<file path="config.mk">
export PLATFORM = sky130hd
export DESIGN_NAME = cycle_snapshot_unit
export DESIGN_NICKNAME = d
export VERILOG_FILES = /design/src/rtl/snap_pkg.sv /design/src/rtl/snap_trigger_bank.sv /design/src/rtl/cycle_snapshot_unit.sv
export SDC_FILE = /design/constraint.sdc
export NUM_CORES = 1
export LEC_CHECK = 0
export BUFFER_PORTS_ARGS = -buffer_cell sky130_fd_sc_hd__clkbuf_2
export CAP_MARGIN = 30
export CORE_MARGIN = 2
export CORE_UTILIZATION = 53
export DETAILED_ROUTE_END_ITERATION = 10
export PLACE_DENSITY = 0.87
export SLEW_MARGIN = 20
export SYNTH_ARGS = -nofsm -noshare
export SYNTH_HDL_FRONTEND = slang
export SYNTH_SLANG_ARGS = --single-unit
</file>
<file path="constraint.sdc">
create_clock -name clk_i -period 6.6 [get_ports clk_i]
set_clock_uncertainty 0.05 [all_clocks]
set_input_delay 1.32 -clock clk_i [delete_from_list [all_inputs] [get_ports clk_i]]
set_output_delay 1.32 -clock clk_i [all_outputs]
set_load 0.005 [all_outputs]
</file>
<file path="src/rtl/snap_pkg.sv">
// Shared types and width helpers for the cycle snapshot unit.
package snap_pkg;

  typedef enum logic [1:0] {
    IDLE,
    ISSUE,
    CAPTURE,
    HOLD
  } snap_state_e;

  localparam logic KIND_RF = 1'b0;
  localparam logic KIND_DM = 1'b1;

  function automatic int idx_w(input int num_regs, input int num_mem);
    int m;
    m = (num_regs > num_mem) ? num_regs : num_mem;
    return (m <= 1) ? 1 : $clog2(m);
  endfunction

  function automatic int trig_w(input int num_trig);
    return (num_trig <= 1) ? 1 : $clog2(num_trig);
  endfunction

endpackage

</file>
<file path="src/rtl/snap_trigger_bank.sv">
// Cycle counter, per-slot trigger comparators, pending/fired tracking and
// lowest-index-first selection of the next slot to dump.
module snap_trigger_bank
  import snap_pkg::*;
#(
  parameter int NUM_TRIG = 2,
  parameter int CNT_W    = 16,
  parameter int TRIG_W   = 1
) (
  input  logic                      clk,
  input  logic                      rst,
  input  logic                      run,
  input  logic                      freeze,
  input  logic [NUM_TRIG*CNT_W-1:0] trig_cycle,
  input  logic                      take,
  output logic [CNT_W-1:0]          cycle,
  output logic                      any_pending,
  output logic [TRIG_W-1:0]         sel_trig,
  output logic                      all_fired
);

  logic [NUM_TRIG-1:0] pending;
  logic [NUM_TRIG-1:0] fired;
  logic [NUM_TRIG-1:0] match;
  logic [NUM_TRIG-1:0] lowest;
  logic                cnt_en;

  always_comb begin
    match = '0;
    for (int unsigned k = 0; k < NUM_TRIG; k++) begin
      if (trig_cycle[k*CNT_W +: CNT_W] == cycle && run && !freeze && !fired[k]) begin
        match[k] = 1'b1;
      end
    end
  end

  always_comb begin
    sel_trig = '0;
    for (int unsigned k = NUM_TRIG; k > 0; k--) begin
      if (pending[k-1]) begin
        sel_trig = TRIG_W'(k - 1);
      end
    end
  end

  // Isolates the lowest set pending bit, i.e. the slot that sel_trig names.
  assign lowest      = pending & (~pending + NUM_TRIG'(1));
  assign any_pending = |pending;
  assign all_fired   = &fired;

  // Holding the count on a match keeps cycle at the trigger value for the
  // whole dump, because freeze only rises on the following cycle.
  assign cnt_en = run && !freeze && !(|match) && (cycle != '1);

  always_ff @(posedge clk or posedge rst) begin
    if (rst) begin
      cycle   <= '0;
      pending <= '0;
      fired   <= '0;
    end else begin
      if (cnt_en) begin
        cycle <= cycle + CNT_W'(1);
      end
      pending <= (pending & ~(take ? lowest : '0)) | match;
      fired   <= fired | match;
    end
  end

endmodule

</file>
<file path="src/rtl/cycle_snapshot_unit.sv">
// Freezes the CPU at programmed cycles and streams out RF then DM contents.
// Optional macro SNAP_HALT_EN: sticky halt/freeze after the final slot's dump.
module cycle_snapshot_unit
  import snap_pkg::*;
#(
  parameter  int DATA_W   = 32,
  parameter  int NUM_REGS = 16,
  parameter  int NUM_MEM  = 16,
  parameter  int NUM_TRIG = 2,
  parameter  int CNT_W    = 16,
  localparam int IDX_W    = idx_w(NUM_REGS, NUM_MEM),
  localparam int TRIG_W   = trig_w(NUM_TRIG)
) (
  input  logic                      clk_i,
  input  logic                      rst_i,
  input  logic                      run_i,
  input  logic [NUM_TRIG*CNT_W-1:0] trig_cycle_i,
  output logic                      freeze_o,
  output logic                      rd_en_o,
  output logic                      rd_kind_o,
  output logic [IDX_W-1:0]          rd_idx_o,
  input  logic [DATA_W-1:0]         rd_data_i,
  output logic                      dump_valid_o,
  input  logic                      dump_ready_i,
  output logic [DATA_W-1:0]         dump_data_o,
  output logic                      dump_kind_o,
  output logic [IDX_W-1:0]          dump_idx_o,
  output logic [TRIG_W-1:0]         dump_trig_o,
  output logic                      dump_last_o,
  output logic [CNT_W-1:0]          cycle_o,
  output logic                      halt_o
);

  localparam logic [IDX_W-1:0] IDX_LAST_RF = IDX_W'(NUM_REGS - 1);
  localparam logic [IDX_W-1:0] IDX_LAST_DM = IDX_W'(NUM_MEM - 1);

  snap_state_e         state;
  snap_state_e         state_next;
  logic                kind_q;
  logic [IDX_W-1:0]    idx_q;
  logic [TRIG_W-1:0]   trig_q;
  logic [DATA_W-1:0]   data_q;
  logic                take;
  logic                any_pending;
  logic [TRIG_W-1:0]   sel_trig;
  logic                all_fired;
  logic                halt_q;
  logic                rf_end;
  logic                last_word;

  snap_trigger_bank #(
    .NUM_TRIG (NUM_TRIG),
    .CNT_W    (CNT_W),
    .TRIG_W   (TRIG_W)
  ) u_trigger_bank (
    .clk         (clk_i),
    .rst         (rst_i),
    .run         (run_i),
    .freeze      (freeze_o),
    .trig_cycle  (trig_cycle_i),
    .take        (take),
    .cycle       (cycle_o),
    .any_pending (any_pending),
    .sel_trig    (sel_trig),
    .all_fired   (all_fired)
  );

  assign rf_end    = (kind_q == KIND_RF) && (idx_q == IDX_LAST_RF);
  assign last_word = (kind_q == KIND_DM) && (idx_q == IDX_LAST_DM);
  assign freeze_o  = any_pending || (state != IDLE) || halt_q;

  always_ff @(posedge clk_i or posedge rst_i) begin
    if (rst_i) begin
      state <= IDLE;
    end else begin
      state <= state_next;
    end
  end

  always_comb begin
    state_next = state;
    case (state)
      IDLE:    if (any_pending) state_next = ISSUE;
      ISSUE:   state_next = CAPTURE;
      CAPTURE: state_next = HOLD;
      HOLD:    if (dump_ready_i) state_next = last_word ? IDLE : ISSUE;
      default: state_next = IDLE;
    endcase
  end

  always_comb begin
    take         = 1'b0;
    rd_en_o      = 1'b0;
    rd_kind_o    = 1'b0;
    rd_idx_o     = '0;
    dump_valid_o = 1'b0;
    dump_data_o  = '0;
    dump_kind_o  = 1'b0;
    dump_idx_o   = '0;
    dump_trig_o  = '0;
    dump_last_o  = 1'b0;
    case (state)
      IDLE: take = any_pending;
      ISSUE: begin
        rd_en_o   = 1'b1;
        rd_kind_o = kind_q;
        rd_idx_o  = idx_q;
      end
      HOLD: begin
        dump_valid_o = 1'b1;
        dump_data_o  = data_q;
        dump_kind_o  = kind_q;
        dump_idx_o   = idx_q;
        dump_trig_o  = trig_q;
        dump_last_o  = last_word;
      end
      default: ;
    endcase
  end

  always_ff @(posedge clk_i or posedge rst_i) begin
    if (rst_i) begin
      kind_q <= KIND_RF;
      idx_q  <= '0;
      trig_q <= '0;
      data_q <= '0;
    end else begin
      if (take) begin
        kind_q <= KIND_RF;
        idx_q  <= '0;
        trig_q <= sel_trig;
      end else if (state == HOLD && dump_ready_i && !last_word) begin
        if (rf_end) begin
          kind_q <= KIND_DM;
          idx_q  <= '0;
        end else begin
          idx_q <= idx_q + IDX_W'(1);
        end
      end
      if (state == CAPTURE) begin
        data_q <= rd_data_i;
      end
    end
  end

`ifdef SNAP_HALT_EN
  always_ff @(posedge clk_i or posedge rst_i) begin
    if (rst_i) begin
      halt_q <= 1'b0;
    end else if (state == HOLD && dump_ready_i && last_word && all_fired && !any_pending) begin
      halt_q <= 1'b1;
    end
  end
`else
  logic halt_unused;
  assign halt_unused = all_fired;
  assign halt_q      = 1'b0;
`endif

  assign halt_o = halt_q;

endmodule

</file>
### After elaboration in Yosys (flattened, before gate mapping)

Cells that the tools add are included.

| operators by class | value |
|---|---|
| multiplexer cells | 25 |
| equality and inequality tests | 9 |
| add/sub/neg operators | 3 |
| bitwise logic cells | 7 |
| reduce and logical (&&, ||, !) cells | 27 |

Operators with widths:

| cell | number |
|---|---|
| == test 16 bit | 2 |
| 2-to-1 mux 32 bit | 1 |
| 2-to-1 mux 4 bit | 5 |
| adder 16 x 1 -> 16 bit, second input constant | 1 |
| inequality test 16 bit, second input constant | 1 |
| 2-to-1 mux 1 bit | 15 |
| logical AND 1 bit | 13 |
| one-hot mux 2 bit (4 select lines) | 1 |
| 2-to-1 mux 2 bit | 3 |
| nonzero test 2 bit | 3 |
| zero test 1 bit | 5 |
| adder 4 x 1 -> 4 bit, second input constant | 1 |
| AND 2 bit | 2 |
| == test 2 bit, second input constant | 2 |
| == test 4 bit, second input constant | 1 |
| inequality test 2 bit, second input constant | 2 |
| NOT 2 bit | 2 |
| OR 2 bit | 2 |
| AND reduction 2 bit | 2 |
| OR reduction 2 bit | 2 |
| adder 2 x 1 -> 2 bit, second input constant | 1 |
| == test 2 x 1 -> 1 bit, second input constant | 1 |
| zero test 2 bit | 1 |
| logical OR 1 bit | 1 |
| NOT 1 bit | 1 |

| storage, ports and cells | value |
|---|---|
| output and inout bits | 64 |
| register bits after elaboration | 60 |
| word-level logic and storage cells | 79 |
| input port bits | 68 |

### Logic depth before layout (Yosys ltp)

Gate-level depths: netlist of run 1.

| logic depth | value |
|---|---|
| depth after elaboration | 10 |
| depth in mapped cells | 9 |
| gate-level depth less buffers | 8 |

### By module

From an unflattened synthesis of run 1, not the netlist that was laid out.

| second synthesis, totals | value |
|---|---|
| cell total of the unflattened synthesis | 327 |
| area total of the unflattened synthesis | 3470.8 um^2 |

By module, submodules not included:

| module | times used | cells each | area an instance (um^2) | sequential area each (um^2) |
|---|---|---|---|---|
| cycle_snapshot_unit | 1 | 168 | 1975.6 | 1001.0 |
| snap_trigger_bank | 1 | 159 | 1495.2 | 500.5 |

### Least setup slack after synthesis of run 1

OpenSTA, ideal clock, no wires.

| timing path | value |
|---|---|
| path type | input-to-reg |
| from | in run_i |
| to | reg u_trigger_bank.cycle[11] |
| setup time | 0.138 ns |
| data required time | 6.412 ns |
| setup slack | 3.787 ns |
| path buffers | 1 |
| stages | 7 |
| data arrival time | 2.625 ns |
| cell sequence | and4bb_2 > nand3_2 > or3_4 > o22ai_4 > buf_4 > nor4_1 > xor2_1 |

| on the way | value |
|---|---|
| longest elaborated chain between the ends | 8 |
| elaborated cells between the ends (all ways) | 13 |
| classes of those cells | 2 x mux; 11 x reduce/logical |

RTL lines:

| what | RTL line | RTL |
|---|---|---|
| start: declaration | cycle_snapshot_unit.sv:16 | `input logic run_i,` |
| logical AND 1 bit (3 in series) | snap_trigger_bank.sv:31 | `if (trig_cycle[k*CNT_W +: CNT_W] == cycle && run && !freeze && !fired[k]) begin` |
| 2-to-1 mux 1 bit | snap_trigger_bank.sv:31 |  |
| OR reduction 2 bit | snap_trigger_bank.sv:53 | `assign cnt_en = run && !freeze && !(\|match) && (cycle != '1);` |
| zero test 1 bit | snap_trigger_bank.sv:53 |  |
| logical AND 1 bit * (2 in series) | snap_trigger_bank.sv:53 |  |
| end signal: assignment | snap_trigger_bank.sv:62 | `cycle <= cycle + CNT_W'(1);` |
| end: declaration | snap_trigger_bank.sv:16 | `output logic [CNT_W-1:0] cycle,` |

Mark *: on every way between the ends. The rest lies on a longest branch, timed or not.
A chain may end at the register's enable or synchronous reset.

### Worst setup path after layout of run 1

| timing path | value |
|---|---|
| from | reg state[1] |
| to | out dump_data_o[1] |

| on the way | value |
|---|---|
| longest elaborated chain between the ends | 2 |

RTL lines:

| what | RTL line | RTL |
|---|---|---|
| start: declaration | cycle_snapshot_unit.sv:37 | `snap_state_e state;` |
| start signal: assignment | cycle_snapshot_unit.sv:76 | `state <= state_next;` |
| == test 2 bit | cycle_snapshot_unit.sv:102 | `case (state)` |
| 2-to-1 mux 32 bit | cycle_snapshot_unit.sv:102 |  |
| end: declaration | cycle_snapshot_unit.sv:25 | `output logic [DATA_W-1:0] dump_data_o,` |

No other way between the ends.

==> results of run 1 <==
==> worst register-to-register path, stage by stage, from the launching register on <==
cell,delay (ps)
dfrtp_1,410
inv_1,150
ha_1,300
and4bb_2,340
nand3_2,100
or3_4,400
o22ai_4,390
nor4_1,120
mux2_1,330
==> per-stage QoR <==
stage | setup WS [ps] | instances | area (sq um) | hold WS [ps]
floorplan | 3750 | 313 | 3320 | 383
global placement | 3310 | 503 | 4000 | 424
detailed placement | 3240 | 504 | 4010 | 413
CTS | 3370 | 520 | 4210 | 432
global route | 3190 | 520 | 4210 | 458
finish | 3400 | 520 | 4210 | 433
==> kinds of logic after synthesis <==
logic type                 count (synthesis)  synth area share
and+or+nand+nor                          120             0.207
DFF                                       60             0.453
xor gates and xnor gates                  43             0.114
muxes                                     36             0.122
buffers and inverters                     25            0.0332
AOI/OAI and AO/OA                         21            0.0434
adders and majority gates                  7            0.0264
other                                      1           0.00113
==> final timing paths <==
kind | endpoint | startpoint | cells after the start | slack, ps
worst min register to register | u_trigger_bank.fired[0]$_DFF_PP0_ | u_trigger_bank.fired[0]$_DFF_PP0_ | 1 | 430
worst max register to register | u_trigger_bank.cycle[15]$_DFFE_PP0P_ | state[1]$_DFFE_PP0P_ | 8 | 3910
worst max-delay path | dump_data_o[1] | state[1]$_DFFE_PP0P_ | 4 | 3400
worst min-delay path | u_trigger_bank.fired[0]$_DFF_PP0_ | u_trigger_bank.fired[0]$_DFF_PP0_ | 1 | 430
max in group asynchronous | u_trigger_bank.fired[1]$_DFF_PP0_ | rst_i | 3 | 4880
min in group asynchronous | data_q[14]$_DFFE_PP0N_ | rst_i | 3 | 1130
==> registers in the layout, summed over array words and instances (netlist names) <==
register and flops:
u_trigger_bank.pending 2, data_q 32, state 2, trig_q 1
u_trigger_bank.fired 2, u_trigger_bank.cycle 16, kind_q 1, idx_q 4
==> power breakdown <==
group / internal, uW / switching (uW)
Sequential: 504 / 100
Combinational: 340 / 285
Clock: 194 / 137
Total: 1040 / 522
==> area by class of cell <==
| cell class | instances | share of cell area |
|---|---|---|
| sequential | 60 | 0.357 |
| multi-input combinational | 228 | 0.405 |
| inverter | 8 | 0.00713 |
| timing repair buffer | 133 | 0.161 |
| clock inverter | 4 | 0.0113 |
| clock buffer | 12 | 0.0368 |
| tap | 75 | 0.0223 |
==> layer usage <==
| layer | up-vias | global-route usage |
|---|---|---|
| li1 | 1319 | - |
| met1 | 1305 | 0.299 |
| met2 | 146 | 0.386 |
| met3 | 13 | 0.0527 |
| met4 | 0 | 0.0730 |
| met5 | - | 0 |
==> layout by cell type (no fill, tap or decap), drive strengths merged <==
| master | netlist | layout |
|---|---|---|
| clkinv | 0 | 2 |
| nor2 | 13 | 13 |
| o21bai | 1 | 1 |
| and4bb | 1 | 1 |
| nor3 | 8 | 8 |
| clkinvlp | 0 | 1 |
| buf | 10 | 3 |
| o22ai | 2 | 2 |
| xor2 | 36 | 36 |
| a21boi | 1 | 1 |
| ha | 7 | 7 |
| o2bb2ai | 1 | 1 |
| nand2 | 16 | 16 |
| conb | 1 | 1 |
| o21ai | 5 | 5 |
| a31oi | 1 | 1 |
| o31ai | 1 | 1 |
| nand3 | 13 | 13 |
| o221a | 1 | 1 |
| a21oi | 7 | 7 |
| clkbuf | 7 | 142 |
| a221oi | 1 | 1 |
| nor4b | 2 | 2 |
| xnor2 | 7 | 7 |
| nand4b | 1 | 1 |
| bufinv | 0 | 1 |
| nand4 | 4 | 4 |
| and4 | 1 | 1 |
| and3 | 1 | 1 |
| nor4 | 10 | 10 |
| or2 | 1 | 1 |
| mux2 | 36 | 36 |
| nor2b | 1 | 1 |
| or3 | 3 | 3 |
| inv | 8 | 8 |
| and2 | 45 | 45 |
| dfrtp | 60 | 60 |
==> results.json, run 1 <==
{
  "syn_nets": 388,
  "p_leak_uw": 0.00213,
  "setup-tns-final_ps": 0,
  "diodes": 0,
  "drtIter0Drc": 77,
  "path_class": "reg -> out",
  "ys_async_sr_fraction": 1.00,
  "max_cap_viol_count": 0,
  "grt_pass1_vias": 2726,
  "power.density_mw_per_mm2": 371,
  "drt-total-wl_um": 7830,
  "rsz0062_at_grt": "no",
  "num-nets-final": 515,
  "start_util": 0.554,
  "nFillCells": 445,
  "cts_hold_repair.buffers": 0,
  "areaGrowthSynthToFinish_pct": 26.9,
  "route.detailed.drc": 0,
  "clk_latency_ps": 330,
  "synth_ff_type": "dfrtp_1",
  "worst_pin_slew_ps": 736,
  "routed-wl-met3_um": 557,
  "synth_top_cell_by_area": "dfrtp_1",
  "wl_per_cell_um": 15.1,
  "power_uw": 1560,
  "cp_cell_sequence": "ha_1 -> buf_6 -> and2_1 -> clkbuf_2",
  "grt_use_total": 0.231,
  "first_pass_iters": 5,
  "core-area_sq_mm": 0.00599,
  "vias_per_cell": 5.35,
  "period_minus_slack_ps": 3200,
  "irDropWorstVdd_v": 0.000208,
  "io_buffers": 130,
  "postSynthCellCount": 313,
  "synth_top_area_frac": 0.453,
  "via_count": 2783,
  "clkTransAtPathRegs_ps": 60,
  "ios": 132,
  "max_freq_mhz": 312,
  "place_congestion": 0.919,
  "cts_tree": "built",
  "grt_remaining_overflow": 0,
  "required_ps": 5230,
  "die_w_um": 83.1,
  "synth_common_cells": "dfrtp_1 (60), and2_1 (45), xor2_1 (36), mux2_2 (33), nand2_1 (16)",
  "ant_nets": 0,
  "synth_edf_count": 0,
  "syn-cell-area_sq_mm": 0.00332,
  "wl_met2_um": 3930,
  "drive_gt1_frac": 0.427,
  "setup_viol": 0,
  "synth.most_common_cell": "dfrtp_1",
  "cts_buffers": 9,
  "crit_family": "adder cells",
  "antenna_found_initial": 0,
  "highest_layer": "met4",
  "regArea_sq_mm": 0.00150,
  "status": "finished clean",
  "ys_types": 42,
  "die_h_um": 83.1,
  "htree_levels": 3,
  "m1WireLength_um": 3220,
  "grt_max_degree": 61,
  "post-route-period-util": 0.485,
  "maxSlewHeadroom": 0.509,
  "clock_sinks": 60,
  "grt_first_pass_wirelength_um": 12900,
  "start_kind": "flop",
  "post_cts_buffers": 0,
  "crit_fanout": 24,
  "yosysSeqAreaShare": 0.453,
  "rows": 28,
  "holdCritPathClass": "reg -> reg",
  "crit_buf_inv": 2,
  "hpwl_um": 5940,
  "cts_resized": 0,
  "multi_input_area_sq_mm": 0.00171,
  "cp-end-kind": "primary output",
  "synthTopCellsByArea": "dfrtp_1 (45%), mux2_2 (11%), xor2_1 (9.5%)",
  "ys_warn_count": 0,
  "slowest_delay_ps": 600,
  "cp_slowest_cell": "ha_1",
  "drv_slew": 0,
  "die-area_sq_mm": 0.00691,
  "cts_max_path_buffers": 2,
  "crit_arrival_ps": 1830,
  "final_util": 0.703,
  "cts-root-buf": "clkbuf_8",
  "synth_area_per_cell_sq_um": 10.6,
  "finalHoldViolCount": 0,
  "ys_ff_latch": 60
}
No activity file was read; power rests on OpenSTA's default activity.
==> inputs of run 2 (changes only) <==
Settings changed: CORE_UTILIZATION 53 to 49, PLACE_DENSITY 0.87 to 0.82.
Clock period 6.6 ns to 3.4 ns, I/O delays scaled along.
==> results.json, run 2 (synthesized netlist as in run 1, its figures left out) <==
{
  "die_w_um": 86.3,
  "cts_tree": "built",
  "die-area_sq_mm": 0.00744,
  "max_freq_mhz": 376,
  "power_frac_seq": 0.363,
  "post-route-period-util": 0.782,
  "maxSlewHeadroom": 0.550,
  "worst_pin_slew_ps": 674,
  "cp_slowest_cell": "dfrtp_1",
  "grt_max_degree": 34,
  "start_util": 0.514,
  "switching_power_uw": 1020,
  "clk_latency_ps": 330,
  "top_regs": "data_q (32), u_trigger_bank.cycle (16), idx_q (4)",
  "post_cts_buffers": 0,
  "hpwl_um": 5950,
  "max_cap_viol_count": 0,
  "htree_levels": 3,
  "ios": 132,
  "path_class": "reg -> reg",
  "regMostFlops": "data_q",
  "num-nets-final": 515,
  "finalHoldViolCount": 0,
  "cts-root-buf": "clkbuf_8",
  "status": "finished clean",
  "setup_viol": 0,
  "drive_gt1_frac": 0.429,
  "cts_hold_repair.buffers": 0,
  "period_minus_slack_ps": 2660,
  "diodes": 0,
  "first_pass_iters": 4,
  "final_common_cell": "clkbuf_2",
  "power_uw": 3230,
  "via_count": 2756,
  "r2r_setup_slack_ps": 740,
  "netSwitchingFraction": 0.315,
  "required_ps": 3560,
  "cts_buffers": 9,
  "p_comb_frac": 0.377,
  "p_leak_uw": 0.00217,
  "route.detailed.drc": 0,
  "drt-total-wl_um": 7660,
  "power.density_mw_per_mm2": 755,
  "crit_arrival_ps": 2820,
  "hold_ws_ps": 379,
  "setup-tns-final_ps": 0,
  "core-area_sq_mm": 0.00646,
  "clock_sinks": 60,
  "drtIter0Drc": 90,
  "place_congestion": 0.888,
  "mostFrequentLayoutCells": "clkbuf_2 (130), dfrtp_1 (60), and2_1 (45)",
  "vias_per_cell": 5.28,
  "cp-end-kind": "flop",
  "cp_cell_sequence": "inv_1 -> ha_1 -> and4bb_2 -> nand3_2 -> or3_4 -> o22ai_4 -> nor4_1 -> mux2_1",
  "start_kind": "flop",
  "wl_per_cell_um": 14.7,
  "clkTransAtPathRegs_ps": 70,
  "r2r-end": "u_trigger_bank.cycle[15]$_DFFE_PP0P_",
  "cell_internal_pwr_uw": 2210,
  "largest_reg_flops": 32,
  "crit_fanout": 15,
  "die_h_um": 86.3,
  "areaGrowthSynthToFinish_pct": 29.1,
  "io_buffers": 130,
  "cts_resized": 0,
  "holdCritPathClass": "in -> async",
  "antenna_found_initial": 0,
  "grt_pass1_vias": 2678,
  "postLayoutCellArea_sq_mm": 0.00428,
  "p_clk_frac": 0.260,
  "slowest_delay_ps": 410,
  "grt_remaining_overflow": 0,
  "grt_use_total": 0.217,
  "placed_cell_area_sq_mm": 0.00401,
  "rsz0062_at_grt": "no",
  "reg2regPathDepth": 8,
  "irDropWorstVdd_v": 0.000328,
  "cts_max_path_buffers": 2,
  "grt_first_pass_wirelength_um": 12500,
  "drv_slew": 0,
  "ant_nets": 0,
  "rows": 29,
  "r2r-start": "state[1]$_DFFE_PP0P_"
}
## run 2: cell count changes in the layout (fill, tap and decap cells not counted), sizes merged
cell,delta
clkbuf,+1
clkinv,-2
bufinv,+2
clkinvlp,-1
## run 2: metrics by stage
step | util | cells | worst slack, ps
floorplan | - | 313 | 1130
global placement | 0.619 | 505 | 857
detailed placement | 0.621 | 506 | 770
CTS | 0.663 | 522 | 733
global route | 0.663 | 522 | 524
finish | 0.663 | 522 | 741
## run 2: how the worst max path moves through the flow
stage / from / end / slack [ps] / cells after the start
after CTS: state[0]$_DFFE_PP0P_ / u_trigger_bank.cycle[14]$_DFFE_PP0P_ / 730 / 8
after floorplan: state[0]$_DFFE_PP0P_ / u_trigger_bank.cycle[11]$_DFFE_PP0P_ / 1130 / 9
after detailed placement: state[0]$_DFFE_PP0P_ / u_trigger_bank.cycle[15]$_DFFE_PP0P_ / 770 / 8
after global placement: state[0]$_DFFE_PP0P_ / u_trigger_bank.cycle[12]$_DFFE_PP0P_ / 860 / 8
final: state[1]$_DFFE_PP0P_ / u_trigger_bank.cycle[15]$_DFFE_PP0P_ / 740 / 8
after global routing: state[0]$_DFFE_PP0P_ / u_trigger_bank.cycle[15]$_DFFE_PP0P_ / 520 / 8
## run 2: metal layers
metal  routed length, um  vias to the layer above  track usage
met5                   0                        -            0
met4                 167                        0       0.0895
met3                 550                       18       0.0590
met2                3750                      133        0.368
met1                3190                     1285        0.261
li1                    -                     1320            -
## run 2: critical path: cells and delay by family (launching register included)
family	cells	cell delay (ps)
flip-flops	1	410
buffers and inverters	1	130
multiplexers	1	320
AND/OR/NAND/NOR	4	940
adder cells (fa/ha/maj)	1	290
AO/OA/AOI/OAI	1	400
## run 2: power by group through the flow
stage               registers (uW)  logic [uW]  clock network (uW)
finish                        1170        1220                 840
global route                  1210        1370                 890
CTS                           1180        1240                 852
detailed placement            1190        1240                   0
global placement              1160        1180                   0
floorplan                     1110         827                   0
## run 2: final cells by class
cell class | count | area (sq um)
sequential | 60 | 1500
inverter | 8 | 30.0
clock buffer | 13 | 179
tap | 77 | 96.3
fill | 556 | 2180
timing repair buffer | 133 | 681
clock inverter | 3 | 90.1
multi-input combinational | 228 | 1710
